[src/rtl/raster_cmd_arbiter.sv]
//------------------------------------------------------------------------------
// raster_cmd_arbiter
//
// Purpose:
//   Arbitrates rectangle-draw commands from two requesters onto a single
//   rasterizer command port. Each requester owns a private 2-entry FIFO.
//   Whenever the arbiter is idle it pops one command (round-robin when both
//   FIFOs hold work). It then presents the command with a one-cycle cmd_ready
//   strobe and waits for the rasterizer's frame_sync pulse. After frame_sync
//   it holds off for DRAIN_CYCLES while the rasterizer streams pixels. If
//   frame_sync never arrives, the sticky timeout_err flag is raised and the
//   arbiter returns to idle.
//
// Parameters:
//   DRAIN_CYCLES  cycles the rasterizer streams pixels after frame_sync
//   SYNC_TIMEOUT  cycles after cmd_ready within which frame_sync is expected
//
// Ports:
//   clk, rst                  clock, asynchronous active-high reset
//   req0_valid/req0_data      requester 0 command offer (20-bit packed)
//   req0_ready                requester 0 FIFO can accept
//   req1_valid/req1_data      requester 1 command offer (20-bit packed)
//   req1_ready                requester 1 FIFO can accept
//   out_cmd .. out_height     command fields presented to the rasterizer
//   cmd_ready                 one-cycle issue strobe
//   frame_sync                rasterizer draw-complete pulse
//   busy                      a command is in flight
//   grant_id                  requester of the most recently issued command
//   issued_count              number of issued commands, wraps at 256
//   timeout_err               sticky frame_sync timeout flag
//------------------------------------------------------------------------------

//------------------------------------------------------------------------------
// raster_cmd_fifo
//
// Purpose:
//   Two-entry FIFO holding one requester's pending commands.
//
// Ports:
//   clk, rst   clock, asynchronous active-high reset
//   i_push     write i_data (caller guarantees FIFO is not full)
//   i_data     entry to write
//   i_pop      drop the head entry (caller guarantees FIFO is not empty)
//   o_data     head entry
//   o_empty    no entries held
//   o_full     both entries held
//------------------------------------------------------------------------------
module raster_cmd_fifo #(
    parameter int DATA_W = 20
) (
    input  logic              clk,
    input  logic              rst,
    input  logic              i_push,
    input  logic [DATA_W-1:0] i_data,
    input  logic              i_pop,
    output logic [DATA_W-1:0] o_data,
    output logic              o_empty,
    output logic              o_full
);

    logic [DATA_W-1:0] r_mem0;
    logic [DATA_W-1:0] r_mem1;
    logic              r_wptr;
    logic              r_rptr;
    logic [1:0]        r_count;

    // Storage carries no reset; occupancy is tracked by the pointers/count.
    always_ff @(posedge clk) begin
        if (i_push) begin
            if (r_wptr) begin
                r_mem1 <= i_data;
            end else begin
                r_mem0 <= i_data;
            end
        end
    end

    always_ff @(posedge clk or posedge rst) begin
        if (rst) begin
            r_wptr  <= 1'b0;
            r_rptr  <= 1'b0;
            r_count <= 2'd0;
        end else begin
            if (i_push) begin
                r_wptr <= ~r_wptr;
            end
            if (i_pop) begin
                r_rptr <= ~r_rptr;
            end
            case ({i_push, i_pop})
                2'b10:   r_count <= r_count + 2'd1;
                2'b01:   r_count <= r_count - 2'd1;
                default: r_count <= r_count;
            endcase
        end
    end

    assign o_data  = r_rptr ? r_mem1 : r_mem0;
    assign o_empty = (r_count == 2'd0);
    assign o_full  = (r_count == 2'd2);

endmodule

module raster_cmd_arbiter #(
    parameter int DRAIN_CYCLES = 64,
    parameter int SYNC_TIMEOUT = 8
) (
    input  logic        clk,
    input  logic        rst,
    input  logic        req0_valid,
    input  logic [19:0] req0_data,
    output logic        req0_ready,
    input  logic        req1_valid,
    input  logic [19:0] req1_data,
    output logic        req1_ready,
    output logic [1:0]  out_cmd,
    output logic [2:0]  out_x1,
    output logic [2:0]  out_y1,
    output logic [2:0]  out_x2,
    output logic [2:0]  out_y2,
    output logic [2:0]  out_width,
    output logic [2:0]  out_height,
    output logic        cmd_ready,
    input  logic        frame_sync,
    output logic        busy,
    output logic        grant_id,
    output logic [7:0]  issued_count,
    output logic        timeout_err
);

    localparam logic [1:0] S_IDLE  = 2'd0;
    localparam logic [1:0] S_ISSUE = 2'd1;
    localparam logic [1:0] S_WAIT  = 2'd2;
    localparam logic [1:0] S_DRAIN = 2'd3;

    localparam int DRAIN_W = (DRAIN_CYCLES > 1) ? $clog2(DRAIN_CYCLES + 1) : 1;
    localparam int TMO_W   = (SYNC_TIMEOUT > 1) ? $clog2(SYNC_TIMEOUT + 1) : 1;

    localparam logic [DRAIN_W-1:0] DRAIN_LOAD = DRAIN_W'(DRAIN_CYCLES - 1);
    localparam logic [TMO_W-1:0]   TMO_LAST   = TMO_W'(SYNC_TIMEOUT - 1);

    logic [1:0]         r_state;
    logic [19:0]        r_out;
    logic               r_grant_id;
    logic               r_last_grant;
    logic [7:0]         r_issued;
    logic               r_timeout_err;
    logic [TMO_W-1:0]   r_tmo_cnt;
    logic [DRAIN_W-1:0] r_drain_cnt;

    logic        w_empty0;
    logic        w_empty1;
    logic        w_full0;
    logic        w_full1;
    logic [19:0] w_head0;
    logic [19:0] w_head1;
    logic        w_push0;
    logic        w_push1;
    logic        w_any;
    logic        w_sel;
    logic        w_pop0;
    logic        w_pop1;
    logic [19:0] w_sel_data;
    logic [TMO_W-1:0] w_tmo_next;

    // Ready depends only on registered occupancy, so a full FIFO refuses a
    // push even in the cycle it is being popped.
    assign w_push0 = req0_valid & ~w_full0;
    assign w_push1 = req1_valid & ~w_full1;

    raster_cmd_fifo #(.DATA_W(20)) u_fifo0 (
        .clk     (clk),
        .rst     (rst),
        .i_push  (w_push0),
        .i_data  (req0_data),
        .i_pop   (w_pop0),
        .o_data  (w_head0),
        .o_empty (w_empty0),
        .o_full  (w_full0)
    );

    raster_cmd_fifo #(.DATA_W(20)) u_fifo1 (
        .clk     (clk),
        .rst     (rst),
        .i_push  (w_push1),
        .i_data  (req1_data),
        .i_pop   (w_pop1),
        .o_data  (w_head1),
        .o_empty (w_empty1),
        .o_full  (w_full1)
    );

    // Round-robin: with both FIFOs holding work the requester that did not
    // win last time goes next; otherwise whichever one has work wins.
    always_comb begin
        w_any = ~w_empty0 | ~w_empty1;
        if (~w_empty0 && ~w_empty1) begin
            w_sel = ~r_last_grant;
        end else begin
            w_sel = w_empty0;
        end
        w_pop0     = (r_state == S_IDLE) && w_any && ~w_sel;
        w_pop1     = (r_state == S_IDLE) && w_any &&  w_sel;
        w_sel_data = w_sel ? w_head1 : w_head0;
    end

    // The timeout fires as the counter would reach SYNC_TIMEOUT-1, which puts
    // timeout_err high exactly SYNC_TIMEOUT cycles after the cmd_ready strobe.
    assign w_tmo_next = r_tmo_cnt + TMO_W'(1);

    always_ff @(posedge clk or posedge rst) begin
        if (rst) begin
            r_state       <= S_IDLE;
            r_out         <= 20'd0;
            r_grant_id    <= 1'b0;
            r_last_grant  <= 1'b1;
            r_issued      <= 8'd0;
            r_timeout_err <= 1'b0;
            r_tmo_cnt     <= '0;
            r_drain_cnt   <= '0;
        end else begin
            case (r_state)
                S_IDLE: begin
                    // Command fields only ever change here, so they stay
                    // stable for the rasterizer's late sample after cmd_ready.
                    if (w_any) begin
                        r_out        <= w_sel_data;
                        r_grant_id   <= w_sel;
                        r_last_grant <= w_sel;
                        r_state      <= S_ISSUE;
                    end
                end
                S_ISSUE: begin
                    r_issued  <= r_issued + 8'd1;
                    r_tmo_cnt <= '0;
                    r_state   <= S_WAIT;
                end
                S_WAIT: begin
                    if (frame_sync) begin
                        r_drain_cnt <= DRAIN_LOAD;
                        r_state     <= S_DRAIN;
                    end else if (w_tmo_next == TMO_LAST) begin
                        r_timeout_err <= 1'b1;
                        r_state       <= S_IDLE;
                    end else begin
                        r_tmo_cnt <= w_tmo_next;
                    end
                end
                S_DRAIN: begin
                    // frame_sync is deliberately ignored while draining.
                    if (r_drain_cnt == '0) begin
                        r_state <= S_IDLE;
                    end else begin
                        r_drain_cnt <= r_drain_cnt - DRAIN_W'(1);
                    end
                end
                default: begin
                    r_state <= S_IDLE;
                end
            endcase
        end
    end

    assign req0_ready   = ~w_full0;
    assign req1_ready   = ~w_full1;

    assign out_cmd      = r_out[19:18];
    assign out_x1       = r_out[17:15];
    assign out_y1       = r_out[14:12];
    assign out_x2       = r_out[11:9];
    assign out_y2       = r_out[8:6];
    assign out_width    = r_out[5:3];
    assign out_height   = r_out[2:0];

    assign cmd_ready    = (r_state == S_ISSUE);
    assign busy         = (r_state != S_IDLE);
    assign grant_id     = r_grant_id;
    assign issued_count = r_issued;
    assign timeout_err  = r_timeout_err;

endmodule

[config.mk]
export PLATFORM = sky130hd
export DESIGN_NAME = raster_cmd_arbiter
export DESIGN_NICKNAME = d
export VERILOG_FILES = /design/src/rtl/raster_cmd_arbiter.sv
export SDC_FILE = /design/constraint.sdc
export NUM_CORES = 1
export LEC_CHECK = 0
export ABC_AREA = 1
export CAP_MARGIN = 20
export CORE_MARGIN = 1
export CORE_UTILIZATION = 35
export CTS_CLUSTER_DIAMETER = 60
export DETAILED_ROUTE_END_ITERATION = 10
export MAX_ROUTING_LAYER = met4
export SLEW_MARGIN = 0
export SYNTH_ARGS = -nofsm -noshare
export SYNTH_HDL_FRONTEND = slang
export SYNTH_SLANG_ARGS = --single-unit
export TNS_END_PERCENT = 30
[constraint.sdc]
create_clock -name clk -period 3 [get_ports clk]
set_clock_uncertainty 0.1 [all_clocks]
set_input_delay 0.45 -clock clk [delete_from_list [all_inputs] [get_ports clk]]
set_output_delay 0.45 -clock clk [all_outputs]
set_load 0.01 [all_outputs]
Word-level counts from Yosys, hierarchy flattened. Cells that the tools add are included.

Output and inout port bits: 34. Memory bits (read-only): 0. Logic and storage cells: 95. Latch bits: 0. Memories: 0. Bits in writable memories: 0. Input port bits: 45. Flip-flop bits (word level): 132.

$mul: 0. $lt $le $gt $ge: 0. Bitwise gates (word level): 14. Add/sub/neg operators: 7. Eq/ne operators: 17. Reductions and logical operators: 22. Div/mod/pow operators: 0. Shifts and indexed selects: 0. Mux-type cells: 17.

Operator list (number): $mux W20 (3); $mux W7 (2); $pmux W7 S2 (1); $eq A2 B2 Y1 const B (6); $ne A2 B2 Y1 const B (6); $reduce_and A3 Y1 (4); $not A1 Y1 (11); $reduce_and A2 Y1 (5); $reduce_bool A2 Y1 (5); $add A8 B1 Y8 const B (1); $mux W2 (4); $mux W4 (2); $pmux W2 S2 (2); $pmux W2 S4 (1); $pmux W4 S2 (1); $logic_not A7 Y1 (1); $sub A7 B1 Y7 const B (1); $eq A2 B1 Y1 const B (3); $logic_not A2 Y1 (3); $add A2 B1 Y2 const B (2); $add A4 B1 Y4 const B (1); $eq A4 B3 Y1 const B (1); $logic_and A1 B1 Y1 (4); $sub A2 B1 Y2 const B (2); 4 further kinds (5).

Logic depth before layout (Yosys ltp).
Depth after elaboration: 8. Gate-level depth with buffers: 11.

Modules after synthesis. A second synthesis with hierarchy kept.

Cell total of the unflattened synthesis: 545. Area total of the unflattened synthesis: 5710.5 µm².

By module, submodules not included: raster_cmd_fifo (sequential area each 1301.2 µm², times used 2, area each 1682.9 µm², cells each 129); raster_cmd_arbiter (sequential area each 1102.3 µm², times used 1, area each 2344.7 µm², cells each 287).

Worst setup path before layout. No wires, ideal clock.

Path kind: reg2reg. Start point: register u_fifo0.r_count[1]. End point: register u_fifo0.r_mem1[0], enable pin. Clock period less this slack: 2.085 ns. Slack: 0.915 ns. Data arrival time: 1.587 ns. Buffers on the path: 0. Setup time: 0.398 ns. Stages on the path, launching flop included: 5. Data required time: 2.502 ns. Cells stage by stage: dfrtp_1 > inv_1 > or2_2 > nand2_1 > nor2_1.

Word-level cells in the longest chain between the ends: 4.

RTL lines: start: declaration (line 65) `logic [1:0] r_count;`; start signal: assignment (line 91) `2'b10: r_count <= r_count + 2'd1;`; start signal: assignment (line 92) `2'b01: r_count <= r_count - 2'd1;`; start signal: assignment (line 93) `default: r_count <= r_count;`; $eq A2 B2 Y1 (line 100) `assign o_full = (r_count == 2'd2);`; $not A1 Y1; net req0_ready (line 112) `output logic req0_ready,`; $and A1 B1 Y1 (line 168) `assign w_push0 = req0_valid & ~w_full0;`; $reduce_and A2 Y1 (no source line); end signal: assignment (line 71) `r_mem1 <= i_data;`; end: declaration (line 62) `logic [DATA_W-1:0] r_mem1;`.

The timed path passes the listed nets, and every way through them passes these cells. A chain may end at the register's enable or synchronous reset.

Worst setup path in the final report.
Start point: register r_state[1]. End point: output cmd_ready.

Word-level cells in the longest chain between the ends: 1.

RTL lines: start: declaration (line 142) `logic [1:0] r_state;`; start signal: assignment (line 213) `r_state <= S_IDLE;`; start signal: assignment (line 230) `r_state <= S_ISSUE;`; start signal: assignment (line 236) `r_state <= S_WAIT;`; $eq A2 B1 Y1 (line 275) `assign cmd_ready = (r_state == S_ISSUE);`; end: declaration (line 123) `output logic cmd_ready,`.

No other way between the ends.

==> metrics.txt <==
status finished clean; Avg Inst Size Synth 11.20 um^2; RSZ-0062 raised after global routing no; Async SR Flop Fraction 0.3939; leading cell type in the layout, fill and taps excluded nand2_1; final worst path period share 0.8361; synthesized flop and latch total 132; library cells used by synthesis 27; Cells after Synth 494; Routed WL 11.73 mm; first-pass GRT wire length 19.38 mm; CP Buf/Inv Count 2; Clock transition at path regs 60 ps; Synth Cell Area 0.005533 mm^2; area of placed instances 0.006564 mm^2; Main synth FF type edfxtp_1; Slew Limit Fails 0; Top delay family on crit path buffers and inverters; gr usage total 0.1648; CP max FO 6; initial antenna violation count 0; GP Congestion 0.8535; Post-synth EDFFs 80; worst path arrival time 1960 ps; Leak 2.977 nW; crit path cell chain inv_1 -> ha_1 -> clkdlybuf4s50_1; Slew @ Worst Pin 901.7 ps; Peak VDD IR 681.1 uV; Via Count 3723; Power per Cell Area 1042 mW/mm^2; max cap viols 0; # nets final 643; CTS root buf clkbuf_16; die height 127.7 um; CTS resizes 0; postcts setup bufs 0; WP data required 2450 ps; Setup violations, final 0; IO Port Bufs 78; CORE AREA 0.01531 mm^2; DR iter-0 viols 279; crit path time final 2508 ps; Rows 45; Ports 79; final setup TNS 0 ps; Hold Violations, Final 0; sequential fraction of the synthesis area 0.6696; CP max-delay cell clkdlybuf4s50_1; post-DP HPWL 8.196 mm; Worst-Skew Late Latency 420 ps; hold-fix buffers at CTS 0; Hold/Removal Path Class primary input to async pin; Crit path largest cell delay 600 ps; share of cells above drive strength 1 0.1185; n_diodes 0; syn_nets 551; CTS Buf Count 17; Final Power 7.450 mW; DR DRC count 0; Final ANT Viol Nets 0; 1st-pass router iterations 5; vias in the first global route 3937; Slew Limit Headroom 0.3988; largest net degree at the start of global routing 38; Post-Layout Inst Area 0.007153 mm^2; Congestion Overflow GR 0; Util after Layout 0.4671; CTS sink cnt 132; CTS tree built; CP Launch Type flop; CTS max path bufs 2; synthesis-to-finish area growth 29.29%; critical path endpoint category primary output; Crit Path Class flop to primary output; Fmax 0.3987 GHz; most frequent cells in the layout nand2_1 (179), edfxtp_1 (80), clkdlybuf4s50_1 (78), dfrtp_1 (51), nand3_1 (36); CTS HTree Levels 4; warnings from Yosys 0; Via density 4.596; Die ar. 0.01632 mm^2; Die X-Extent 127.7 um; DR WL/cell 14.48 um; Starting Density 0.3613
[worst paths after layout]
check | slack (ps) | cells after the start | to | from
worst max-delay path | 490 | 3 | cmd_ready | r_state[1]
worst min-delay path | 210 | 2 | r_drain_cnt[3] | rst
worst max register to register | 790 | 10 | u_fifo1.r_count[1] | r_state[1]
worst min register to register | 380 | 2 | r_last_grant | r_last_grant
max in group asynchronous | 1770 | 3 | r_last_grant | rst
min in group clk | 380 | 2 | r_last_grant | r_last_grant
[logic make-up after synthesis]
family	synth area share
AOI/OAI and AO/OA	0.01538
xor gates and xnor gates	0.02216
adders and majority gates	0.02714
buffers and inverters	0.03505
DFF	0.6696
muxes	0.04071
and+or+nand+nor	0.1900
[power by group]
group,switching (mW),internal [mW]
sequential,0.438,2.55
combinational,1.37,1.09
clock,0.769,1.23
[flip-flops by register name, summed over array words and instances, names as in the netlist, 4 cells and up]
signal and flops:
r_drain_cnt 7, u_fifo1.r_mem1 20, r_out 20, issued_count 8, r_tmo_cnt 4, u_fifo0.r_mem0 20, u_fifo0.r_mem1 20, u_fifo1.r_mem0 20
[per-stage QoR]
stage	setup WS (ps)	std cells	hold WS (ps)
after CTS	466.5	810	210.1
after global routing	420.5	810	236.8
after global placement	951.6	778	367.2
after detailed placement	835.6	778	367.4
final	491.6	810	211.4
after floorplan	915.3	494	353.7
[cell type report]
class | instances | area [um^2]
Sequential cell | 132 | 3705
Multi-Input combinational cell | 316 | 1634
Timing Repair Buffer | 85 | 833.3
Tap cell | 211 | 264.0
Clock buffer | 23 | 521.8
Clock inverter | 9 | 67.56
Fill cell | 1399 | 8162
Inverter | 34 | 127.6
[synth_stat cells (8+ instances only)]
library cell / instances / area (um^2)
inv_1: 32 / 120.1
o21ai_0: 8 / 40.04
dfrtp_1: 51 / 1276
nand2_1: 179 / 671.9
ha_1: 12 / 150.1
mux2_2: 20 / 225.2
xor2_1: 9 / 78.83
nor2_1: 22 / 82.58
edfxtp_1: 80 / 2402
nand3_1: 36 / 180.2
[metal layers]
metal,up-vias,wire (um),track usage
met5,-,0,-
met3,19,563,0.04341
met2,100,5713,0.2685
met4,0,203,0.06574
met1,1787,5248,0.1949
li1,1817,-,-
[worst reg2reg max path: cells and delay by family, from the launching register on]
kind	cells	cell delay (ps)
fa+ha+maj	2	540
compound gates	2	230
xor+xnor	1	150
buf+inv	3	490
simple gates	2	160
flops	1	420
(Power assumes the default switching activity.)
